===== config.mk =====
export PLATFORM = sky130hd
export DESIGN_NAME = sargantana_ifill_responder
export DESIGN_NICKNAME = d
export VERILOG_FILES = /design/src/rtl/sargantana_icache_pkg.sv /design/src/rtl/sargantana_ifill_line_buf.sv /design/src/rtl/sargantana_ifill_responder.sv
export SDC_FILE = /design/constraint.sdc
export NUM_CORES = 1
export LEC_CHECK = 0
export ABC_AREA = 1
export CORE_MARGIN = 2
export CORE_UTILIZATION = 42
export CTS_CLUSTER_DIAMETER = 30
export DETAILED_ROUTE_END_ITERATION = 8
export PLACE_DENSITY = 0.77
export SLEW_MARGIN = 10
export SYNTH_ARGS = -nofsm -noshare
export SYNTH_HDL_FRONTEND = slang
export SYNTH_SLANG_ARGS = --single-unit

===== constraint.sdc =====
create_clock -name clk_i -period 1.7 [get_ports clk_i]
set_input_delay 0.255 -clock clk_i [delete_from_list [all_inputs] [get_ports clk_i]]
set_output_delay 0.255 -clock clk_i [all_outputs]
set_load 0.05 [all_outputs]

===== src/rtl/sargantana_icache_pkg.sv =====
// Shared icache types plus the IFILL responder additions (state enum, beat geometry).
package sargantana_icache_pkg;

  localparam int unsigned PADDR_SIZE = 40;

  // Invalidation request as seen by the icache.
  typedef struct packed {
    logic        valid;
    logic [11:0] paddr;
  } inv_t;

  // Refill request issued by the icache.
  typedef struct packed {
    logic                  valid;
    logic [1:0]            way;
    logic [PADDR_SIZE-1:0] paddr;
  } ifill_req_o_t;

  // Refill response returned to the icache.
  typedef struct packed {
    logic         valid;
    logic         ack;
    logic [255:0] data;
    logic [1:0]   beat;
    inv_t         inv;
  } ifill_resp_i_t;

  localparam int unsigned IFILL_N_BEATS = 4;
  localparam int unsigned IFILL_BEAT_W  = 64;

  typedef enum logic [1:0] {
    IDLE,
    FETCH,
    RESP
  } ifill_rsp_state_t;

endpackage


===== src/rtl/sargantana_ifill_line_buf.sv =====
// Line assembly buffer: each memory beat lands in its natural slot of the cache line.
module sargantana_ifill_line_buf #(
  parameter int unsigned N_BEATS = 4,
  parameter int unsigned BEAT_W  = 64,
  localparam int unsigned SlotW  = $clog2(N_BEATS)
) (
  input  logic                      clk_i,
  input  logic                      rstn_i,
  input  logic                      wr_en_i,
  input  logic [SlotW-1:0]          start_i,
  input  logic [SlotW-1:0]          rsp_cnt_i,
  input  logic [BEAT_W-1:0]         data_i,
  output logic [N_BEATS*BEAT_W-1:0] line_o
);

  logic [N_BEATS*BEAT_W-1:0] line_d, line_q;
  logic [SlotW-1:0]          slot;

  // Responses arrive in issue order, so the slot is the start word plus the response count.
  always_comb begin
    slot   = start_i + rsp_cnt_i;
    line_d = line_q;
    if (wr_en_i) begin
      line_d[slot*BEAT_W +: BEAT_W] = data_i;
    end
  end

  // Line storage, cleared on reset.
  always_ff @(posedge clk_i or negedge rstn_i) begin
    if (!rstn_i) begin
      line_q <= '0;
    end else begin
      line_q <= line_d;
    end
  end

  assign line_o = line_q;

endmodule


===== src/rtl/sargantana_ifill_responder.sv =====
// Memory-side IFILL responder: acks a refill request, reads the line as N_BEATS memory beats
// and returns it in a single response pulse; forwards invalidations one cycle later.
// Build option: IFILL_CRITICAL_WORD_FIRST_EN fetches the requested word first.
module sargantana_ifill_responder
  import sargantana_icache_pkg::*;
#(
  parameter int unsigned N_BEATS = IFILL_N_BEATS,
  parameter int unsigned BEAT_W  = IFILL_BEAT_W,
  parameter int unsigned PADDR_W = PADDR_SIZE
) (
  input  logic               clk_i,
  input  logic               rstn_i,
  input  ifill_req_o_t       ifill_req_i,
  output ifill_resp_i_t      ifill_resp_o,
  output logic               mem_req_valid_o,
  input  logic               mem_req_ready_i,
  output logic [PADDR_W-1:0] mem_req_addr_o,
  input  logic               mem_rsp_valid_i,
  input  logic [BEAT_W-1:0]  mem_rsp_data_i,
  input  logic               inv_valid_i,
  input  logic [11:0]        inv_paddr_i
);

  localparam int unsigned SlotW    = $clog2(N_BEATS);
  localparam int unsigned CntW     = $clog2(N_BEATS + 1);
  localparam int unsigned ByteOffW = $clog2(BEAT_W / 8);
  localparam int unsigned LineOffW = SlotW + ByteOffW;
  localparam logic [CntW-1:0] NBeatsC = CntW'(N_BEATS);
  localparam logic [CntW-1:0] LastC   = CntW'(N_BEATS - 1);

  ifill_rsp_state_t    state_d, state_q;
  logic [PADDR_W-1:0]  base_d, base_q;
  logic [SlotW-1:0]    start_d, start_q;
  logic [CntW-1:0]     issue_cnt_d, issue_cnt_q;
  logic [CntW-1:0]     rsp_cnt_d, rsp_cnt_q;
  logic                ack_d, ack_q;
  logic                valid_d, valid_q;
  logic [SlotW-1:0]    beat_d, beat_q;
  inv_t                inv_d, inv_q;
  logic [SlotW-1:0]    req_start;
  logic [SlotW-1:0]    issue_word;
  logic                issue_fire;
  logic                rsp_fire;
  logic [N_BEATS*BEAT_W-1:0] line;
  logic                unused_req;

`ifdef IFILL_CRITICAL_WORD_FIRST_EN
  assign req_start = ifill_req_i.paddr[LineOffW-1:ByteOffW];
`else
  assign req_start = '0;
`endif

  // Way and in-line offset are not needed to fetch a whole line.
  assign unused_req = ^{ifill_req_i.way, ifill_req_i.paddr[LineOffW-1:0]};

  // Issue side: address wraps within the line starting at the latched start word.
  always_comb begin
    issue_word      = start_q + issue_cnt_q[SlotW-1:0];
    mem_req_valid_o = (state_q == FETCH) && (issue_cnt_q < NBeatsC);
    mem_req_addr_o  = mem_req_valid_o ?
                      (base_q | PADDR_W'({issue_word, {ByteOffW{1'b0}}})) : '0;
    issue_fire      = mem_req_valid_o & mem_req_ready_i;
    rsp_fire        = (state_q == FETCH) & mem_rsp_valid_i;
  end

  // Next-state for the FSM, counters and registered response outputs.
  always_comb begin
    state_d     = state_q;
    base_d      = base_q;
    start_d     = start_q;
    issue_cnt_d = issue_cnt_q;
    rsp_cnt_d   = rsp_cnt_q;
    ack_d       = 1'b0;
    valid_d     = 1'b0;
    beat_d      = '0;
    inv_d       = '{valid: inv_valid_i, paddr: inv_paddr_i};
    unique case (state_q)
      IDLE: begin
        if (ifill_req_i.valid) begin
          base_d      = {ifill_req_i.paddr[PADDR_W-1:LineOffW], {LineOffW{1'b0}}};
          start_d     = req_start;
          issue_cnt_d = '0;
          rsp_cnt_d   = '0;
          ack_d       = 1'b1;
          state_d     = FETCH;
        end
      end
      FETCH: begin
        if (issue_fire) begin
          issue_cnt_d = issue_cnt_q + 1'b1;
        end
        if (rsp_fire) begin
          rsp_cnt_d = rsp_cnt_q + 1'b1;
          if (rsp_cnt_q == LastC) begin
            state_d = RESP;
            valid_d = 1'b1;
            beat_d  = start_q;
          end
        end
      end
      RESP: begin
        state_d = IDLE;
      end
      default: begin
        state_d = IDLE;
      end
    endcase
  end

  // State and output registers.
  always_ff @(posedge clk_i or negedge rstn_i) begin
    if (!rstn_i) begin
      state_q     <= IDLE;
      base_q      <= '0;
      start_q     <= '0;
      issue_cnt_q <= '0;
      rsp_cnt_q   <= '0;
      ack_q       <= 1'b0;
      valid_q     <= 1'b0;
      beat_q      <= '0;
      inv_q       <= '0;
    end else begin
      state_q     <= state_d;
      base_q      <= base_d;
      start_q     <= start_d;
      issue_cnt_q <= issue_cnt_d;
      rsp_cnt_q   <= rsp_cnt_d;
      ack_q       <= ack_d;
      valid_q     <= valid_d;
      beat_q      <= beat_d;
      inv_q       <= inv_d;
    end
  end

  sargantana_ifill_line_buf #(
    .N_BEATS (N_BEATS),
    .BEAT_W  (BEAT_W)
  ) u_line_buf (
    .clk_i     (clk_i),
    .rstn_i    (rstn_i),
    .wr_en_i   (rsp_fire),
    .start_i   (start_q),
    .rsp_cnt_i (rsp_cnt_q[SlotW-1:0]),
    .data_i    (mem_rsp_data_i),
    .line_o    (line)
  );

  assign ifill_resp_o.valid = valid_q;
  assign ifill_resp_o.ack   = ack_q;
  assign ifill_resp_o.data  = line;
  assign ifill_resp_o.beat  = beat_q;
  assign ifill_resp_o.inv   = inv_q;

endmodule


# [Word level (Yosys, flattened, before mapping)]
# Index checks and enable logic that the tools add are counted.
[word_totals] ramBits=0 latch_bits=0 mem_count=0 in_bits=124 rom_bits=0 regBits=314
[classes] eq_ne=6 n_shift=2 bitwise=3 n_div=0 addsub=3 multipliers=0 n_reduce_logical=7 mux=16 order_cmp=1
[op_table] op="$bwmux W256" n=1
[op_table] op="$shift A64 B34 Y256 const A" n=1
[op_table] op="$shiftx A64 B34 Y256" n=1
[op_table] op="$mux W40" n=1
[op_table] op="$or A40 B5 Y40" n=1
[op_table] op="$neg A8 Y34" n=1
[op_table] op="$pmux W3 S2" n=2
[op_table] op="$mux W3" n=3
[op_table] op="$reduce_and A3 Y1" n=3
[op_table] op="$add A3 B1 Y3 const B" n=2
[op_table] op="$mux W2" n=3
[op_table] op="$ne A2 B2 Y1 const B" n=3
[op_table] op="$mux W1" n=5
[op_table] op="$pmux W2 S2" n=1
[op_table] op="$eq A3 B2 Y1 const B" n=1
[op_table] op="$lt A3 B3 Y1 const B" n=1
[op_table] op="$and A1 B1 Y1" n=2
[op_table] op="$eq A2 B1 Y1 const B" n=1
[op_table] op="$logic_not A2 Y1" n=1
[op_table] op="$ne A2 B1 Y1 const B" n=1
[op_table] op="$reduce_and A2 Y1" n=1
[op_table] op="$reduce_bool A2 Y1" n=1
[op_table] op="$logic_and A1 B1 Y1" n=1

# [Logic depth before layout (Yosys ltp)]
[depth] word_depth=5 mapped_depth=10

# [Cells and area by module]
# A second synthesis with hierarchy kept.
[unflattened] hier_cells=1676 hier_area_um2=13723.2
[modules_own_cells] mod="sargantana_ifill_line_buf" cells_per_inst=1409 area_per_inst_um2=11188.2 n_inst=1
[modules_own_cells] mod="sargantana_ifill_responder" cells_per_inst=267 area_per_inst_um2=2534.9 n_inst=1

# [Worst setup path after synthesis]
# OpenSTA, ideal clock, no wires.
[synth_path] path_kind="register to output" from="register state_q[0]" to="output port mem_req_addr_o[30]" required_ps=1445 path_stages_with_launch=7 setup_slack_ps=-203 n_path_buf=2 t_arrival_ps=1648 cell_sequence="dfrtp_1 -> inv_2 -> nor2_4 -> nand2_1 -> buf_2 -> buf_1 -> nor2_1"
[synth_between] elab_chain_len=3
[synth_rtl] item="start, declared" line_no="sargantana_ifill_responder.sv:31" text="ifill_rsp_state_t state_d, state_q;"
[synth_rtl] item="start signal, assigned" line_no="sargantana_ifill_responder.sv:123" text="state_q <= state_d;"
[synth_rtl] item="$eq A2 B1 Y1" line_no="sargantana_ifill_responder.sv:59" text="mem_req_valid_o = (state_q == FETCH) && (issue_cnt_q < NBeatsC);"
[synth_rtl] item="$logic_and A1 B1 Y1" line_no="sargantana_ifill_responder.sv:59"
[synth_rtl] item="$mux W40" line_no="sargantana_ifill_responder.sv:60" text="mem_req_addr_o = mem_req_valid_o ?"
[synth_rtl] item="end, declared" line_no="sargantana_ifill_responder.sv:17" text="output logic [PADDR_W-1:0] mem_req_addr_o,"
# No other way between the ends.

# [Worst setup path after layout]
[layout_path] from="register state_q[0]" to="output port mem_req_addr_o[17]"
# Same word-level chain as after synthesis.

==> impl_metrics.toml <==
[status]
outcome = "finished, violations left"
violations = "setup timing"

[sta]
clock-skew-final_ns = 0.0281
finalMaxSlewViolations = 0
rsz0062_at_grt = "yes"
finalHoldViolCount = 0
setup_viol = 38
period_needed_ns = 1.99
max_freq_ghz = 0.503
fin_crit_sh = 1.17
finalWorstSetupSlack_ns = -0.288

[synthesis]
ys_seq_area_frac = 0.592
yosysWarnings = 0
synthCells = 1542
ys.flop_type = "dfrtp_1"
syn_area_sq_mm = 0.0133
synthArstFlopShare = 1.00
syn_area_per_cell_sq_um = 8.61
synth_cell_types = 21
synth_seq_cells = 314
synth-edff-count = 0

[setup_path]
crit_end = "mem_req_addr_o[17]"
cp.required_ns = 1.44
path_depth = 6
slowest_stage = "dfrtp_1"
crit_start = "state_q[0]"
crit_type = "reg -> out"
cp_slowest_stage_delay_ns = 0.36
arrival_ns = 1.73
reg2reg_slack_ns = 0.11
r2r-end = "u_line_buf.line_o[15]"
cp-start-kind = "register"
worst-path-buf-inv = 3
rr_startpoint = "rsp_cnt_q[1]"
crit_chain = "inv_2 > nor2_4 > nand2_8 > clkbuf_16 > nor2_4 > buf_12"
cp_max_fo = 8
r2r_cells = 8
cp_top_family = "simple AND/OR/NAND/NOR gates"
worst_setup_path_end_kind = "output pin"
crit_top_cell = "nor2_4"

[die]
start_util = 0.424
die_w_um = 182
pin_count = 438
die_h_um = 182
fp.dieArea_sq_mm = 0.0331
placementRows = 65
core_sq_mm = 0.0313

[grt]
antenna_found_initial = 1
overflow = 0
grt_pass1_vias = 12500
grt_pass1_wl_um = 70000
grt_max_degree = 73
grtUsageTotal = 0.269

[pwr]
power_leakage_uw = 0.00992
total_power_uw = 52900
vdd_drop_max_mv = 1.26
p_per_area_mw_per_mm2 = 2530

[detailed_routing]
routed_wl_um = 46000
drt-initial-drc-count = 921
remaining_drc_errors = 0
drt-wirelength-per-cell_um = 18.8
drtPass1Iterations = 5
vias = 12600
ant_nets = 0
via_per_inst = 5.15

[placed_design]
portBuffers = 425
gp_congestion = 0.851
placed_cells = 2302
dp_hpwl_um = 29600
placed_area_sq_mm = 0.0180

[final_layout]
drive_gt1_frac = 0.268
fin_cells = 2443
final_cell_mix = "nand2_1 (500), dfrtp_1 (313), buf_4 (298)"
syn2layout_area_growth_pct = 57.3
final_common_cell = "nand2_1"
final_util = 0.667
final_area_sq_mm = 0.0209
nNetsFinal = 2122

[cts]
htree_levels = 3
cts.reportedPaths.clkPinSlew_ns = 0.05
cts_tree = "built"
root_buffer = "clkbuf_16"
cts_buffers = 66
clockBufferDepth = 3
cts_num_sinks = 314
insertion_delay_ns = 0.55

[job]
maxCapViolations = 0

[hold_path]
hold_depth = 1
hp-class = "in -> reg"
[worst min path at each step]
stage                            endpoint  slack [ns]            from
after global routing      ifill_resp_o[8]        0.14  inv_paddr_i[8]
after floorplan                     ack_q       -0.04          rstn_i
after detailed placement       base_q[35]        0.15          rstn_i
final                     ifill_resp_o[0]        0.16  inv_paddr_i[0]
after global placement    ifill_resp_o[0]        0.15          rstn_i
after CTS                 ifill_resp_o[0]        0.13  inv_paddr_i[0]
[state kept, by name (all words and copies together), names as in the netlist]
signal / flops
ack_q: 1
u_line_buf.line_o: 256
rsp_cnt_q: 3
valid_q: 1
ifill_resp_o: 13
base_q: 35
issue_cnt_q: 3
state_q: 2
[per-layer routing]
metal  GRT usage  share of wire  vias up
li1            -              -     5835
met1       0.340           0.40     6078
met2       0.443           0.49      551
met3      0.0588          0.077      112
met4       0.126          0.040        0
met5           0              0        -
[cell families (layout without fill, tap and decap cells)]
family,count (synthesis),after routing,share of synthesized area
AOI/OAI and AO/OA,279,279,0.105
adders and majority gates,7,7,0.00660
buffers and inverters,219,713,0.0742
DFF,314,314,0.592
other,1,6,0.000282
and+or+nand+nor,722,722,0.222
[Yosys cell counts, types with 2 or more instances]
master | n | share of area
dfrtp_1 | 314 | 0.59
nor2_2 | 3 | 0.0014
buf_1 | 4 | 0.0011
nor2_4 | 4 | 0.0034
o21ai_0 | 95 | 0.036
ha_1 | 7 | 0.0066
buf_4 | 10 | 0.0057
inv_2 | 4 | 0.0011
o21ai_1 | 184 | 0.069
inv_1 | 96 | 0.027
clkbuf_2 | 2 | 0.00075
nand2_2 | 3 | 0.0014
nand3_1 | 147 | 0.055
nand2_1 | 502 | 0.14
buf_2 | 56 | 0.021
nor2_1 | 61 | 0.017
clkbuf_1 | 40 | 0.011
buf_6 | 7 | 0.0059
[cell type report]
| cell class | count | area (sq um) |
|---|---|---|
| Inverter | 100 | 388 |
| Antenna cell | 1 | 2.50 |
| Tap cell | 402 | 503 |
| Clock buffer | 89 | 1870 |
| Clock inverter | 28 | 359 |
| Sequential cell | 314 | 7860 |
| Timing Repair Buffer | 496 | 5100 |
| Fill cell | 2396 | 10400 |
| Multi-Input combinational cell | 1013 | 4810 |
[worst register-to-register path, stage by stage, from the launching register on]
cell and delay [ns]:
dfrtp_1 0.40, inv_2 0.12, ha_4 0.18, inv_1 0.09, nor2_4 0.18, buf_4 0.15, buf_12 0.13, nand3_1 0.09
o21ai_0 0.16
[power breakdown]
| part | internal [uW] | switching [uW] | total (uW) |
|---|---|---|---|
| logic | 9180 | 19200 | 28400 |
| registers | 10200 | 1540 | 11700 |
| clock network | 8620 | 4090 | 12700 |
| total | 28000 | 24900 | 52900 |
[through the flow]
step	setup WS [ns]	TNS [ns]	hold slack, ns
2_1_floorplan	-0.203	-3.86	-0.0406
3_3_place_gp	0.0447	0	0.151
3_5_place_dp	-0.0188	-0.0204	0.148
4_1_cts	-0.279	-10.09	0.133
5_1_grt	-0.342	-12.21	0.137
6_report	-0.288	-9.87	0.157
[what timing repair did]
item | 4_1_cts | 5_1_grt
buffers inserted | 1 | 9
hold buffers | 1 | 0
setup endpoints to repair | 43 | 123
hold endpoints to repair | 245 | 0
pin swaps | 0 | 4
resized for setup | 61 | 24
gates cloned | 4 | 8
Power figures use the tool's default switching activity.
